<file path="config.mk">
export PLATFORM = sky130hd
export DESIGN_NAME = act_tile_sequencer
export DESIGN_NICKNAME = d
export VERILOG_FILES = /design/src/rtl/act_seq_pkg.sv /design/src/rtl/act_seq_watchdog.sv /design/src/rtl/act_tile_sequencer.sv
export SDC_FILE = /design/constraint.sdc
export NUM_CORES = 1
export LEC_CHECK = 0
export ABC_AREA = 1
export CAP_MARGIN = 5
export CORE_AREA = 2 2 225 227
export CTS_CLUSTER_SIZE = 24
export DETAILED_ROUTE_END_ITERATION = 10
export DIE_AREA = 0 0 227 229
export GPL_TIMING_DRIVEN = 0
export PLACE_DENSITY = 0.53
export SLEW_MARGIN = 20
export SYNTH_ARGS = -nofsm -noshare
export SYNTH_HDL_FRONTEND = slang
export SYNTH_SLANG_ARGS = --single-unit
</file>
<file path="constraint.sdc">
create_clock -name clk -period 25.8 [get_ports clk]
set_clock_uncertainty 0.1 [all_clocks]
set_input_delay 5.16 -clock clk [delete_from_list [all_inputs] [get_ports clk]]
set_output_delay 5.16 -clock clk [all_outputs]
set_load 0.005 [all_outputs]
</file>
<file path="src/rtl/act_seq_pkg.sv">
// Shared definitions for the activation tile sequencer: state encoding and
// default geometry of the tile datapath.
package act_seq_pkg;

    localparam int DATA_WIDTH_DEF     = 8;
    localparam int NUM_ELEMENTS_DEF   = 16;
    localparam int ADDR_WIDTH_DEF     = 10;
    localparam int CNT_WIDTH_DEF      = 10;
    localparam int TIMEOUT_CYCLES_DEF = 15;

    localparam logic [2:0] ENC_IDLE  = 3'd0;
    localparam logic [2:0] ENC_READ  = 3'd1;
    localparam logic [2:0] ENC_LOAD  = 3'd2;
    localparam logic [2:0] ENC_ACT   = 3'd3;
    localparam logic [2:0] ENC_WRITE = 3'd4;
    localparam logic [2:0] ENC_ABORT = 3'd5;

    typedef enum logic [2:0] {
        S_IDLE  = ENC_IDLE,
        S_READ  = ENC_READ,
        S_LOAD  = ENC_LOAD,
        S_ACT   = ENC_ACT,
        S_WRITE = ENC_WRITE,
        S_ABORT = ENC_ABORT
    } state_e;

    function automatic int tile_w(input int data_width, input int num_elements);
        return data_width * num_elements;
    endfunction

    localparam int TILE_W_DEF = tile_w(DATA_WIDTH_DEF, NUM_ELEMENTS_DEF);

endpackage

</file>
<file path="src/rtl/act_seq_watchdog.sv">
// Down-counter watchdog: reloaded while cleared, counts while enabled, and
// flags expiry on the TIMEOUT_CYCLES-th enabled cycle.
module act_seq_watchdog
    import act_seq_pkg::*;
#(
    parameter int TIMEOUT_CYCLES = TIMEOUT_CYCLES_DEF
) (
    input  logic clk,
    input  logic rst,
    input  logic clear,
    input  logic en,
    output logic expire
);

    localparam int CW = $clog2(TIMEOUT_CYCLES + 1);
    localparam logic [CW-1:0] LOAD_VAL = CW'(TIMEOUT_CYCLES - 1);

    logic [CW-1:0] cnt_q, cnt_d;

    always_comb begin
        cnt_d = cnt_q;
        if (clear)
            cnt_d = LOAD_VAL;
        else if (en && cnt_q != '0)
            cnt_d = cnt_q - CW'(1);
    end

    always_ff @(posedge clk or posedge rst) begin
        if (rst) cnt_q <= '0;
        else     cnt_q <= cnt_d;
    end

    assign expire = en && (cnt_q == '0);

endmodule

</file>
<file path="src/rtl/act_tile_sequencer.sv">
// Streams tiles from the tile buffer through the activation unit and back,
// with a watchdog that aborts the command if the unit never answers.
module act_tile_sequencer
    import act_seq_pkg::*;
#(
    parameter int DATA_WIDTH     = DATA_WIDTH_DEF,
    parameter int NUM_ELEMENTS   = NUM_ELEMENTS_DEF,
    parameter int ADDR_WIDTH     = ADDR_WIDTH_DEF,
    parameter int CNT_WIDTH      = CNT_WIDTH_DEF,
    parameter int TIMEOUT_CYCLES = TIMEOUT_CYCLES_DEF,
    localparam int TILE_W        = tile_w(DATA_WIDTH, NUM_ELEMENTS)
) (
    input  logic                  clk,
    input  logic                  rst,
    input  logic                  cmd_valid,
    output logic                  cmd_ready,
    input  logic [ADDR_WIDTH-1:0] cmd_src_base,
    input  logic [ADDR_WIDTH-1:0] cmd_dst_base,
    input  logic [CNT_WIDTH-1:0]  cmd_num_tiles,
    output logic                  rd_en,
    output logic [ADDR_WIDTH-1:0] rd_addr,
    input  logic [TILE_W-1:0]     rd_data,
    output logic                  wr_en,
    output logic [ADDR_WIDTH-1:0] wr_addr,
    output logic [TILE_W-1:0]     wr_data,
    output logic                  act_start,
    input  logic                  act_done,
    output logic [TILE_W-1:0]     act_in,
    input  logic [TILE_W-1:0]     act_out,
    output logic                  busy,
    output logic                  done,
    output logic                  error,
    output logic [CNT_WIDTH-1:0]  tiles_done
);

    // state | meaning
    // IDLE  | waiting for a command, cmd_ready high
    // READ  | read strobe for tile k
    // LOAD  | capture read data into act_in
    // ACT   | act_start held until act_done or watchdog expiry
    // WRITE | write result of tile k, advance or finish
    // ABORT | watchdog fired; flag error and finish
    state_e                state_q, state_d;
    logic [ADDR_WIDTH-1:0] src_base_q, src_base_d, dst_base_q, dst_base_d;
    logic [CNT_WIDTH-1:0]  num_q, num_d, tiles_done_q, tiles_done_d;
    logic [TILE_W-1:0]     act_in_q, act_in_d, result_q, result_d;
    logic [ADDR_WIDTH-1:0] rd_addr_q, rd_addr_d, wr_addr_q, wr_addr_d;
    logic rd_en_q, rd_en_d, wr_en_q, wr_en_d, act_start_q, act_start_d;
    logic busy_q, busy_d, done_q, done_d, error_q, error_d;
    logic cmd_ready_q, cmd_ready_d;
    logic wdog_expire;

    act_seq_watchdog #(.TIMEOUT_CYCLES(TIMEOUT_CYCLES)) u_watchdog (
        .clk    (clk),
        .rst    (rst),
        .clear  (state_q != S_ACT),
        .en     (state_q == S_ACT),
        .expire (wdog_expire)
    );

    // tiles_done doubles as the tile index k: it equals k up to the WRITE
    // edge and k+1 from then on.
    always_comb begin
        state_d      = state_q;
        src_base_d   = src_base_q;
        dst_base_d   = dst_base_q;
        num_d        = num_q;
        tiles_done_d = tiles_done_q;
        act_in_d     = act_in_q;
        result_d     = result_q;
        rd_addr_d    = rd_addr_q;
        wr_addr_d    = wr_addr_q;
        error_d      = error_q;
        done_d       = 1'b0;
        case (state_q)
            S_IDLE: if (cmd_valid) begin
                src_base_d   = cmd_src_base;
                dst_base_d   = cmd_dst_base;
                num_d        = cmd_num_tiles;
                tiles_done_d = '0;
                error_d      = 1'b0;
                if (cmd_num_tiles == '0) begin
                    done_d = 1'b1;
                end else begin
                    state_d   = S_READ;
                    rd_addr_d = cmd_src_base;
                end
            end
            S_READ: state_d = S_LOAD;
            S_LOAD: begin
                act_in_d = rd_data;
                state_d  = S_ACT;
            end
            // A done arriving on the expiry cycle still completes the tile.
            S_ACT: if (act_done) begin
                result_d     = act_out;
                tiles_done_d = tiles_done_q + CNT_WIDTH'(1);
                wr_addr_d    = dst_base_q + ADDR_WIDTH'(tiles_done_q);
                state_d      = S_WRITE;
            end else if (wdog_expire) begin
                state_d = S_ABORT;
            end
            S_WRITE: if (tiles_done_q == num_q) begin
                state_d = S_IDLE;
                done_d  = 1'b1;
            end else begin
                state_d   = S_READ;
                rd_addr_d = src_base_q + ADDR_WIDTH'(tiles_done_q);
            end
            S_ABORT: begin
                state_d = S_IDLE;
                done_d  = 1'b1;
                error_d = 1'b1;
            end
            default: state_d = S_IDLE;
        endcase
        rd_en_d     = (state_d == S_READ);
        wr_en_d     = (state_d == S_WRITE);
        act_start_d = (state_d == S_ACT);
        busy_d      = (state_d != S_IDLE);
        cmd_ready_d = (state_d == S_IDLE);
    end

    always_ff @(posedge clk or posedge rst) begin
        if (rst) begin
            state_q      <= S_IDLE;
            src_base_q   <= '0;
            dst_base_q   <= '0;
            num_q        <= '0;
            tiles_done_q <= '0;
            act_in_q     <= '0;
            result_q     <= '0;
            rd_addr_q    <= '0;
            wr_addr_q    <= '0;
            rd_en_q      <= 1'b0;
            wr_en_q      <= 1'b0;
            act_start_q  <= 1'b0;
            busy_q       <= 1'b0;
            done_q       <= 1'b0;
            error_q      <= 1'b0;
            cmd_ready_q  <= 1'b1;
        end else begin
            state_q      <= state_d;
            src_base_q   <= src_base_d;
            dst_base_q   <= dst_base_d;
            num_q        <= num_d;
            tiles_done_q <= tiles_done_d;
            act_in_q     <= act_in_d;
            result_q     <= result_d;
            rd_addr_q    <= rd_addr_d;
            wr_addr_q    <= wr_addr_d;
            rd_en_q      <= rd_en_d;
            wr_en_q      <= wr_en_d;
            act_start_q  <= act_start_d;
            busy_q       <= busy_d;
            done_q       <= done_d;
            error_q      <= error_d;
            cmd_ready_q  <= cmd_ready_d;
        end
    end

    assign cmd_ready  = cmd_ready_q;
    assign rd_en      = rd_en_q;
    assign rd_addr    = rd_addr_q;
    assign wr_en      = wr_en_q;
    assign wr_addr    = wr_addr_q;
    assign wr_data    = result_q;
    assign act_start  = act_start_q;
    assign act_in     = act_in_q;
    assign busy       = busy_q;
    assign done       = done_q;
    assign error      = error_q;
    assign tiles_done = tiles_done_q;

endmodule

</file>
==> PnR_summary.wiki, run 1 <==
{| class="wikitable"
! Metric !! Value
|-
| Min Clock Period, post-route || slightly above 7 ns
|-
| Signed area change from the synthesized netlist to the final layout || 58.2%
|-
| Worst R2R End || rd_addr[6]
|-
| Largest net degree at the start of global routing || 90
|-
| Number of cells on the critical path || 1
|-
| Synthesized net count || roughly 1700
|-
| Share of the clock period used by the worst path || 0.275
|-
| TritonCTS clock tree || yes
|-
| Crit path cell chain || clkdlybuf4s50_1
|-
| Relative slew margins || 0.537
|-
| DP Wirelength || between 40000 and 50000 um
|-
| WL per Instance || 19.2 um
|-
| Max H-tree Level || 2
|-
| R2r setup slk || 23.60 ns
|-
| Number of hold-slack violations in the final timing report || 0
|-
| Outcome || completed
|-
| Gates resized, CTS repair || 0
|-
| Die extent in x || roughly 230 um
|-
| Post-CTS setup buffer count || 0
|-
| Port-buffer cells || roughly 580
|-
| GPL Wtd Cong || between 0.8 and 0.9
|-
| Count of cells along the worst register-to-register path || 10
|-
| Startpoint of the worst register-to-register path || tiles_done[0]
|-
| Number of sinks driven by the clock tree || between 300 and 400
|-
| Critical path data required time || just over 20 ns
|-
| Area of the core || 49700 um2
|-
| Slowest cell on the critical path || sky130_fd_sc_hd__dfrtp_1
|-
| Count of final max-slew check failures || 0
|-
| Max frequency || around 0.14 GHz
|-
| Last element of the critical path || tiles_done[1]
|-
| Via count of the first global-routing pass || between 10000 and 15000
|-
| Initial DRT Pass Iterations || 5
|-
| Buffer and inverter count on the worst path || 1
|-
| Slew at the pin with the worst max-slew slack || 0.695 ns
|-
| Number of library cell types mapped by synthesis || 38
|-
| Post-detailed-route via-to-cell ratio || between 4 and 5
|-
| Class of the most critical setup path || reg -> out
|-
| Worst IR drop on VDD || about 68 uV
|-
| Cell count after synthesis || approximately 1400
|-
| Clock-pin transition on the worst setup and hold timing paths || ~0.05 ns
|-
| Worst hold path type || reg -> reg
|-
| Source of the critical timing path || tiles_done[1]
|-
| Synthesized flop and latch total || 330
|-
| Total Neg Setup Slack || 0 ns
|-
| Clk Latency, worst-skew pair || about 0.53 ns
|-
| Leakage || 10.1 nW
|-
| Vias || 11715
|-
| Clock tree root buffer cell || sky130_fd_sc_hd__clkbuf_16
|-
| Hold WS || 0.375 ns
|-
| NumNets Final || 2313
|-
| Initial antenna violation count || 9
|-
| Fraction of layout cells with a size suffix above 1 || 0.121
|-
| Mean cell area of the mapped netlist || between 10 and 15 um2
|-
| Number of placed I/O pins || 583
|-
| DRT antenna net count || 0
|-
| Deepest clock path buffer count || 3
|-
| Count of max-cap constraint violations || 0
|-
| Power per cell area || 118 nW/um2
|-
| RSZ-0062 raised after global routing || false
|-
| Initial standard-cell utilization of the core || 0.278
|-
| CTS Buf Count || 40
|-
| Area enclosed by the die boundary || 52000 um2
|-
| Total global routing track utilization || 0.197
|-
| DRC violation count after routing || 0
|-
| Hold buffer count at cts || 0
|-
| Area of the mapped netlist || 13800 um2
|-
| Chip Height || about 230 um
|-
| Wire length of the first global-routing pass || 76500 um
|-
| Syn. warnings || 0
|-
| Total of endpoints with negative setup slack in the final report || 0
|-
| Total congestion overflow || 0
|-
| Worst setup SP type || flip-flop
|-
| Worst-path fanout max || 9
|-
| Largest stage delay on the critical path || ~0.65 ns
|-
| DRC violation total after the first TritonRoute iteration || roughly 570
|-
| Routed WL || just over 50000 um
|-
| Endpoint arrival time on the critical path || roughly 1.8 ns
|-
| Portion of the post-synthesis area used by sequential elements || 0.598
|-
| Standard-cell row count || ~80
|-
| Top Family by Delay on Critical Path || flip-flops
|-
| Sort of element at the end of the critical path || output port
|}
cell usage after synthesis (all sizes together):
library cell | n | share of area
a21oi | 15 | 0.0054
xor2 | 7 | 0.0044
mux2 | 128 | 0.10
o211ai | 1 | 0.00054
dfstp | 1 | 0.0019
xnor2 | 5 | 0.0032
nor3 | 6 | 0.0029
nand3 | 52 | 0.020
buf | 44 | 0.021
fa | 2 | 0.0029
o21a | 1 | 0.00054
o211a | 1 | 0.00072
nor2 | 35 | 0.011
or2 | 2 | 0.00091
nand2 | 586 | 0.16
a31oi | 1 | 0.00045
o21bai | 2 | 0.0011
clkbuf | 11 | 0.0030
ha | 21 | 0.019
nand4 | 8 | 0.0036
a311oi | 1 | 0.00063
o21ai | 38 | 0.014
nand3b | 4 | 0.0022
dfrtp | 329 | 0.60
inv | 72 | 0.020
cell families (layout without fill, tap and decap cells):
| kind of cell | count (synthesis) | after routing | synth area share |
|---|---|---|---|
| adder cells (fa/ha/maj) | 23 | 23 | 0.0219 |
| AND/OR/NAND/NOR | 693 | 693 | 0.201 |
| AO/OA/AOI/OAI | 60 | 60 | 0.0235 |
| flip-flops | 330 | 330 | 0.598 |
| XOR/XNOR | 12 | 12 | 0.00761 |
| other | 0 | 4 | 0 |
| buffers and inverters | 127 | 782 | 0.0434 |
| multiplexers | 128 | 128 | 0.104 |
layout by cell type, fill, tap and decap left out, types with 2 or more instances in the layout:
master and instances:
sky130_fd_sc_hd__nand2_1 582, sky130_fd_sc_hd__clkdlybuf4s50_1 582, sky130_fd_sc_hd__dfrtp_1 329, sky130_fd_sc_hd__mux2_2 119
sky130_fd_sc_hd__inv_1 65, sky130_fd_sc_hd__nand3_1 50, sky130_fd_sc_hd__clkbuf_16 42, sky130_fd_sc_hd__o21ai_0 34
sky130_fd_sc_hd__nor2_1 32, sky130_fd_sc_hd__buf_2 26, sky130_fd_sc_hd__clkbuf_1 24, sky130_fd_sc_hd__ha_1 21
sky130_fd_sc_hd__a21oi_1 15, sky130_fd_sc_hd__buf_4 12, sky130_fd_sc_hd__mux2_1 9, sky130_fd_sc_hd__nand4_1 8
sky130_fd_sc_hd__xor2_1 7, sky130_fd_sc_hd__clkbuf_8 7, sky130_fd_sc_hd__inv_2 6, sky130_fd_sc_hd__buf_6 6
sky130_fd_sc_hd__clkinv_2 6, sky130_fd_sc_hd__xnor2_1 5, sky130_fd_sc_hd__diode_2 4, sky130_fd_sc_hd__nor3_1 4
sky130_fd_sc_hd__nand3b_1 4, sky130_fd_sc_hd__o21ai_1 3, sky130_fd_sc_hd__buf_16 3, sky130_fd_sc_hd__nand2_2 2
sky130_fd_sc_hd__nor2_4 2, sky130_fd_sc_hd__o21bai_1 2, sky130_fd_sc_hd__nand3_2 2, sky130_fd_sc_hd__nor3_2 2
sky130_fd_sc_hd__or2_2 2, sky130_fd_sc_hd__fa_1 2
worst min path at each step:
stage / startpoint / end / slack (ns) / cells past startpoint
finish: wr_data[33] / wr_data[33] / 0.37 / 2
global route: wr_data[115] / wr_data[115] / 0.39 / 2
CTS: wr_data[103] / wr_data[103] / 0.38 / 2
detailed placement: wr_data[110] / wr_data[110] / 0.36 / 2
global placement: wr_data[48] / wr_data[48] / 0.36 / 2
floorplan: dst_base_q[0] / dst_base_q[0] / 0.35 / 2
where the power goes:
group	switching, mW	internal [mW]	total [mW]	leakage (nW)
logic	0.490	0.652	1.14	5.50
registers	0.133	0.763	0.897	4.02
clock network	0.220	0.328	0.548	0.628
cell type report:
| type | count | area [um2] |
|---|---|---|
| Fill cell | 4909 | 27800 |
| Sequential cell | 330 | 8260 |
| Timing Repair Buffer | 585 | 5910 |
| Multi-Input combinational cell | 916 | 4950 |
| Clock buffer | 62 | 1200 |
| Tap cell | 672 | 841 |
| Buffer | 55 | 329 |
| Inverter | 72 | 278 |
| Clock inverter | 8 | 76.3 |
| Antenna cell | 4 | 10.0 |
flip-flops by register name, indices dropped and copies added (netlist names):
name and cells:
act_in 128, act_start 1, busy 1, cmd_ready 1, done 1, dst_base_q 10, error 1, num_q 10
rd_addr 10, rd_en 1, src_base_q 10, state_q 3, tiles_done 10, u_watchdog.cnt_q 4, wr_addr 10, wr_data 128
wr_en 1
routing by layer:
metal / wire length (um) / global-route usage
met5: 47 / 0
met4: 1190 / 0.0619
met3: 4520 / 0.0654
met1: 21200 / 0.237
met2: 24900 / 0.332
stage by stage:
stage / setup slack (ns) / util / cell area, um2 / std cells / total power [mW]
after global routing: 18.62 / 0.440 / 21800 / 2703 / 2.76
after CTS: 18.64 / 0.440 / 21800 / 2700 / 2.63
final: 18.70 / 0.440 / 21900 / 2704 / 2.59
after detailed placement: 18.61 / 0.414 / 20600 / 2630 / 2.06
after floorplan: 11.40 / - / 13800 / 1373 / 1.37
after global placement: 6.55 / 0.412 / 20500 / 2627 / 2.05
(Power assumes the default switching activity.)
==> run 2, diff against run 1 <==
--- a/config.mk
+++ b/config.mk
@@ -7,12 +7,12 @@
 export LEC_CHECK = 0
 export ABC_AREA = 1
 export CAP_MARGIN = 5
-export CORE_AREA = 2 2 225 227
+export CORE_AREA = 2 2 228 230
 export CTS_CLUSTER_SIZE = 24
 export DETAILED_ROUTE_END_ITERATION = 10
-export DIE_AREA = 0 0 227 229
+export DIE_AREA = 0 0 230 232
 export GPL_TIMING_DRIVEN = 0
-export PLACE_DENSITY = 0.53
+export PLACE_DENSITY = 0.54
 export SLEW_MARGIN = 20
 export SYNTH_ARGS = -nofsm -noshare
 export SYNTH_HDL_FRONTEND = slang
==> constraint.sdc (replaced) <==
create_clock -name clk -period 6.3 [get_ports clk]
set_clock_uncertainty 0.1 [all_clocks]
set_input_delay 1.26 -clock clk [delete_from_list [all_inputs] [get_ports clk]]
set_output_delay 1.26 -clock clk [all_outputs]
set_load 0.005 [all_outputs]
==> run 2 against run 1 <==
Compared with the run above: sequential cell count stayed put; sequential power grew to 4.1 times the previous value; global-route usage is 0.64 points lower; count of clock-buffer cells in the layout is 2 lower; final cell count is 0.67% higher; non-clock buffer count is 9 higher; register-to-register slack worse by 19 ns; sequential share of layout area is 0.41 points lower; combinational power grew to 4.1 times the previous value; via count hardly changed; worst setup slack worse by 16 ns.
==> PnR_summary.wiki, run 2 (synthesis results as in run 1) <==
{| class="wikitable"
! Metric !! Value
|-
| RSZ-0062 raised after global routing || false
|-
| Slew at the pin with the worst max-slew slack || around 0.80 ns
|-
| Total global routing track utilization || 0.191
|-
| Clk Latency, worst-skew pair || approximately 0.55 ns
|-
| DP Wirelength || between 40000 and 50000 um
|-
| Gates resized, CTS repair || 0
|-
| Routed WL || slightly above 50000 um
|-
| Top Family by Delay on Critical Path || flip-flops
|-
| Min Clock Period, post-route || 3.19 ns
|-
| DRC violation count after routing || 0
|-
| Clock tree root buffer cell || sky130_fd_sc_hd__clkbuf_16
|-
| Place WS || roughly 3.1 ns
|-
| Via count of the first global-routing pass || ~12000
|-
| Endpoint arrival time on the critical path || roughly 1.8 ns
|-
| Share of the clock period used by the worst path || 0.507
|-
| Chip Height || 232 um
|-
| Critical path data required time || between 4 and 5 ns
|-
| Non-filler instance count after layout || roughly 2700
|-
| Worst IR drop on VDD || 256 uV
|-
| Initial DRT Pass Iterations || 4
|-
| Crit path cell chain || clkdlybuf4s50_1
|-
| Total of endpoints with negative setup slack in the final report || 0
|-
| Total congestion overflow || 0
|-
| Count of final max-slew check failures || 0
|-
| TritonCTS clock tree || yes
|-
| Clock-pin transition on the worst setup and hold timing paths || ~0.06 ns
|-
| Worst-case setup margin in the final layout || approximately 3.1 ns
|-
| Max frequency || around 0.31 GHz
|-
| Worst setup SP type || flip-flop
|-
| Total Neg Setup Slack || 0 ns
|-
| NumNets Final || between 2000 and 2500
|-
| Buffer and inverter count on the worst path || 1
|-
| Count of cells along the worst register-to-register path || 10
|-
| Area of all placed cells without fillers || 22100 um2
|-
| Hold buffer count at cts || 0
|-
| GPL Wtd Cong || approximately 0.88
|-
| Sort of element at the end of the critical path || output port
|-
| WL per Instance || between 15 and 20 um
|-
| Area of the core || between 50000 and 60000 um2
|-
| Standard-cell row count || between 80 and 90
|-
| Top library cells by usage in the layout, fill and taps aside || sky130_fd_sc_hd__nand2_1, sky130_fd_sc_hd__clkdlybuf4s50_1, sky130_fd_sc_hd__dfrtp_1
|-
| DRC violation total after the first TritonRoute iteration || around 640
|-
| Class of the most critical setup path || reg -> out
|-
| Worst-path fanout max || 9
|-
| Number of cells on the critical path || 1
|-
| Initial standard-cell utilization of the core || 0.271
|-
| Number of placed I/O pins || a little under 600
|-
| Number of sinks driven by the clock tree || 330
|-
| Port-buffer cells || just under 600
|-
| Wire length of the first global-routing pass || around 77000 um
|-
| Startpoint of the worst register-to-register path || tiles_done[0]
|-
| Fraction of layout cells with a size suffix above 1 || 0.128
|-
| Relative slew margins || 0.466
|-
| Deepest clock path buffer count || 3
|-
| Max H-tree Level || 2
|-
| Source of the critical timing path || tiles_done[1]
|-
| Count of max-cap constraint violations || 0
|-
| DRT antenna net count || 0
|-
| Number of hold-slack violations in the final timing report || 0
|-
| Cell area after placement || roughly 21000 um2
|-
| Initial antenna violation count || 3
|-
| Slowest cell on the critical path || sky130_fd_sc_hd__dfrtp_1
|-
| Power per cell area || slightly below 500 nW/um2
|-
| Placed cells || around 2600
|-
| Leakage || 10.3 nW
|-
| Largest stage delay on the critical path || 0.65 ns
|-
| Startpoint of the lowest-slack hold path || wr_data[4]
|-
| Post-detailed-route via-to-cell ratio || ~4.3
|-
| Final core utilization || 0.434
|-
| Largest net degree at the start of global routing || 33
|-
| Post-CTS setup buffer count || 0
|-
| Signed area change from the synthesized netlist to the final layout || 59.9%
|-
| Area enclosed by the die boundary || about 53000 um2
|-
| CTS Buf Count || 41
|-
| Vias || approximately 12000
|-
| Worst hold path type || reg -> reg
|-
| Die extent in x || between 200 and 250 um
|-
| Hold Crit Depth || 2
|-
| Outcome || completed
|}
-- run 2: cell count changes in the layout (fill, tap and decap cells not counted) --
cell / before / now
sky130_fd_sc_hd__clkinvlp_4: 0 / 3
sky130_fd_sc_hd__bufinv_16: 1 / 2
sky130_fd_sc_hd__buf_12: 0 / 10
sky130_fd_sc_hd__inv_8: 1 / 0
sky130_fd_sc_hd__diode_2: 4 / 3
sky130_fd_sc_hd__clkbuf_1: 24 / 20
sky130_fd_sc_hd__buf_16: 3 / 2
sky130_fd_sc_hd__clkbuf_8: 7 / 9
sky130_fd_sc_hd__clkinv_2: 6 / 7
-- run 2: report_power, final --
group          internal, mW  switching [mW]  leakage [nW]
Sequential             3.13           0.566          4.02
Clock                  1.41           0.947         0.656
Combinational          2.68            1.99          5.57
Total                  7.22            3.50          10.3
-- run 2: area by class of cell --
cell class                      instances  area [um2]
Antenna cell                            3        7.51
Buffer                                 55         329
Clock buffer                           60        1210
Clock inverter                         12         126
Fill cell                            4933       28800
Inverter                               72         274
Multi-Input combinational cell        916        4950
Sequential cell                       330        8260
Tap cell                              680         851
Timing Repair Buffer                  594        6080
-- run 2: final timing paths --
check                      slack, ns            end
min in group asynchronous       0.95     act_in[76]
max                             3.11  tiles_done[1]
max reg2reg                     4.11     rd_addr[6]
min                             0.37     wr_data[4]
max in group asynchronous       3.98     rd_addr[8]
min reg2reg                     0.37     wr_data[4]
-- run 2: metal layers --
metal,GRT usage,up-vias,share of wire
li1,-,5637,-
met1,0.236,5624,0.41
met2,0.320,386,0.48
met3,0.0621,71,0.080
met4,0.0500,2,0.021
met5,0,-,0.00025
-- run 2: through the flow --
step	total power, mW	hold slack [ns]
finish	10.7	0.373
global placement	8.38	0.362
floorplan	5.63	0.353
detailed placement	8.45	0.364
global route	11.4	0.390
CTS	10.9	0.379
==> run 3, diff against run 2 <==
--- a/config.mk
+++ b/config.mk
@@ -7,12 +7,12 @@
 export LEC_CHECK = 0
 export ABC_AREA = 1
 export CAP_MARGIN = 5
-export CORE_AREA = 2 2 228 230
+export CORE_AREA = 2 2 225 227
 export CTS_CLUSTER_SIZE = 24
 export DETAILED_ROUTE_END_ITERATION = 10
-export DIE_AREA = 0 0 230 232
+export DIE_AREA = 0 0 227 229
 export GPL_TIMING_DRIVEN = 0
-export PLACE_DENSITY = 0.54
+export PLACE_DENSITY = 0.53
 export SLEW_MARGIN = 20
 export SYNTH_ARGS = -nofsm -noshare
 export SYNTH_HDL_FRONTEND = slang
==> constraint.sdc (replaced) <==
create_clock -name clk -period 3.3 [get_ports clk]
set_clock_uncertainty 0.1 [all_clocks]
set_input_delay 0.66 -clock clk [delete_from_list [all_inputs] [get_ports clk]]
set_output_delay 0.66 -clock clk [all_outputs]
set_load 0.005 [all_outputs]
==> run 3 against run 2 <==
Compared with the run above: final cell count shrank 0.18%; sequential share of layout area grew 0.083 points; first-iteration DRC count shrank 0.79%; non-clock buffer count grew 1; sequential cell count is the same; critical path depth is the same; sequential power grew 90%; count of clock-buffer cells in the layout grew 1; cell area shrank 0.22%; die area shrank 2.6%; routed wire length shrank 0.62%; critical path type unchanged; largest cell class unchanged; largest power group unchanged.
==> PnR_summary.wiki, run 3 (synthesis results as in run 1) <==
{| class="wikitable"
! Metric !! Value
|-
| RSZ-0062 raised after global routing || false
|-
| Wire length of the first global-routing pass || approximately 76000 um
|-
| Fraction of layout cells with a size suffix above 1 || 0.124
|-
| Min Clock Period, post-route || around 2.6 ns
|-
| Share of the clock period used by the worst path || 0.788
|-
| Top Family by Delay on Critical Path || flip-flops
|-
| Worst IR drop on VDD || 524 uV
|-
| Total global routing track utilization || 0.194
|-
| Count of final max-slew check failures || 0
|-
| Area enclosed by the die boundary || approximately 52000 um2
|-
| Leakage || approximately 10 nW
|-
| Relative slew margins || 0.476
|-
| Post-CTS setup buffer count || 0
|-
| Sort of element at the end of the critical path || output port
|-
| Total congestion overflow || 0
|-
| Number of hold-slack violations in the final timing report || 0
|-
| NumNets Final || 2323
|-
| Worst hold path type || reg -> reg
|-
| Power per cell area || around 920 nW/um2
|-
| Slowest cell on the critical path || sky130_fd_sc_hd__dfrtp_1
|-
| Initial antenna violation count || 12
|-
| Endpoint arrival time on the critical path || ~1.8 ns
|-
| Area of the core || approximately 50000 um2
|-
| Vias || about 12000
|-
| Top library cells by usage in the layout, fill and taps aside || sky130_fd_sc_hd__nand2_1, sky130_fd_sc_hd__clkdlybuf4s50_1, sky130_fd_sc_hd__dfrtp_1
|-
| DRC violation count after routing || 0
|-
| Worst-case setup margin in the final layout || around 0.7 ns
|-
| Post-detailed-route via-to-cell ratio || 4.32
|-
| Deepest clock path buffer count || 3
|-
| Crit path cell chain || clkdlybuf4s50_1
|-
| Final core utilization || 0.444
|-
| DP Wirelength || a little over 40000 um
|-
| Count of max-cap constraint violations || 0
|-
| Signed area change from the synthesized netlist to the final layout || 59.6%
|-
| Largest stage delay on the critical path || about 0.65 ns
|-
| Die extent in x || about 230 um
|-
| GPL Wtd Cong || approximately 0.85
|-
| R2r setup slk || about 1.1 ns
|-
| Max frequency || ~0.38 GHz
|-
| Class of the most critical setup path || reg -> out
|-
| Number of sinks driven by the clock tree || between 300 and 400
|-
| Max H-tree Level || 2
|-
| Initial standard-cell utilization of the core || 0.278
|-
| Total of endpoints with negative setup slack in the final report || 0
|-
| Number of placed I/O pins || just under 600
|-
| Initial DRT Pass Iterations || 5
|-
| Outcome || completed
|-
| Via count of the first global-routing pass || 11997
|-
| Port-buffer cells || ~580
|-
| DRC violation total after the first TritonRoute iteration || 630
|-
| Worst setup SP type || flip-flop
|-
| Chip Height || about 230 um
|-
| TritonCTS clock tree || yes
|-
| Clock-pin transition on the worst setup and hold timing paths || approximately 0.060 ns
|-
| Slew at the pin with the worst max-slew slack || about 0.79 ns
|-
| Standard-cell row count || 82
|-
| DRT antenna net count || 0
|-
| Critical path data required time || 2.54 ns
|-
| CTS Buf Count || 40
|-
| Routed WL || 51200 um
|-
| Largest net degree at the start of global routing || 33
|-
| Clk Latency, worst-skew pair || roughly 0.55 ns
|-
| Gates resized, CTS repair || 0
|-
| Buffer and inverter count on the worst path || 1
|-
| WL per Instance || roughly 19 um
|-
| Worst-path fanout max || 9
|-
| Place WS || 0.668 ns
|-
| Clock tree root buffer cell || sky130_fd_sc_hd__clkbuf_16
|-
| Hold buffer count at cts || 0
|}
## run 3: cell count changes in the layout (fill, tap and decap cells not counted)
cell                         delta
sky130_fd_sc_hd__buf_12         -1
sky130_fd_sc_hd__clkinv_2       -1
sky130_fd_sc_hd__bufinv_16      -1
sky130_fd_sc_hd__clkbuf_1       +5
sky130_fd_sc_hd__clkbuf_8       -4
sky130_fd_sc_hd__buf_16         +2
sky130_fd_sc_hd__diode_2        +5
sky130_fd_sc_hd__clkinvlp_4     -2
## run 3: area by class of cell
class                      instances  area, um2
antenna                            8       20.0
buffer                            55        329
clock buffer                      61       1170
clock inverter                     8       76.3
fill                            4886      27600
inverter                          72        274
multi-input combinational        916       4950
sequential                       330       8260
tap                              672        841
timing repair buffer             595       6120
## run 3: final timing paths
kind	from	endpoint	cells after the start
worst max-delay path	tiles_done[1]	tiles_done[1]	1
worst min-delay path	wr_data[42]	wr_data[42]	2
worst max register to register	tiles_done[0]	rd_addr[6]	10
worst min register to register	wr_data[42]	wr_data[42]	2
max in group asynchronous	rst	dst_base_q[8]	6
min in group asynchronous	rst	act_in[36]	2
## run 3: per-layer routing
metal / track usage / vias up / part of all wire
li1: - / 5660 / -
met1: 0.234 / 5610 / 0.40
met2: 0.331 / 384 / 0.49
met3: 0.0629 / 72 / 0.085
met4: 0.0564 / 8 / 0.023
met5: 0 / - / 0.0011
## run 3: per-stage QoR
step	TNS [ns]	cell area, um2	hold slack (ns)	total power, mW	instances
finish	0	22000	0.376	20.2	2717
global route	0	22000	0.388	21.6	2716
CTS	0	22000	0.379	20.6	2709
detailed placement	0	20800	0.364	16.2	2640
global placement	-1486.48	20500	0.361	16.0	2627
floorplan	-614.54	13800	0.353	10.7	1373
## run 3: power by group
| group | internal (mW) | switching, mW | leakage [nW] |
|---|---|---|---|
| Clock | 2.52 | 1.72 | 0.615 |
| Sequential | 5.97 | 1.03 | 4.02 |
| Combinational | 5.13 | 3.87 | 5.59 |
| Total | 13.6 | 6.62 | 10.2 |
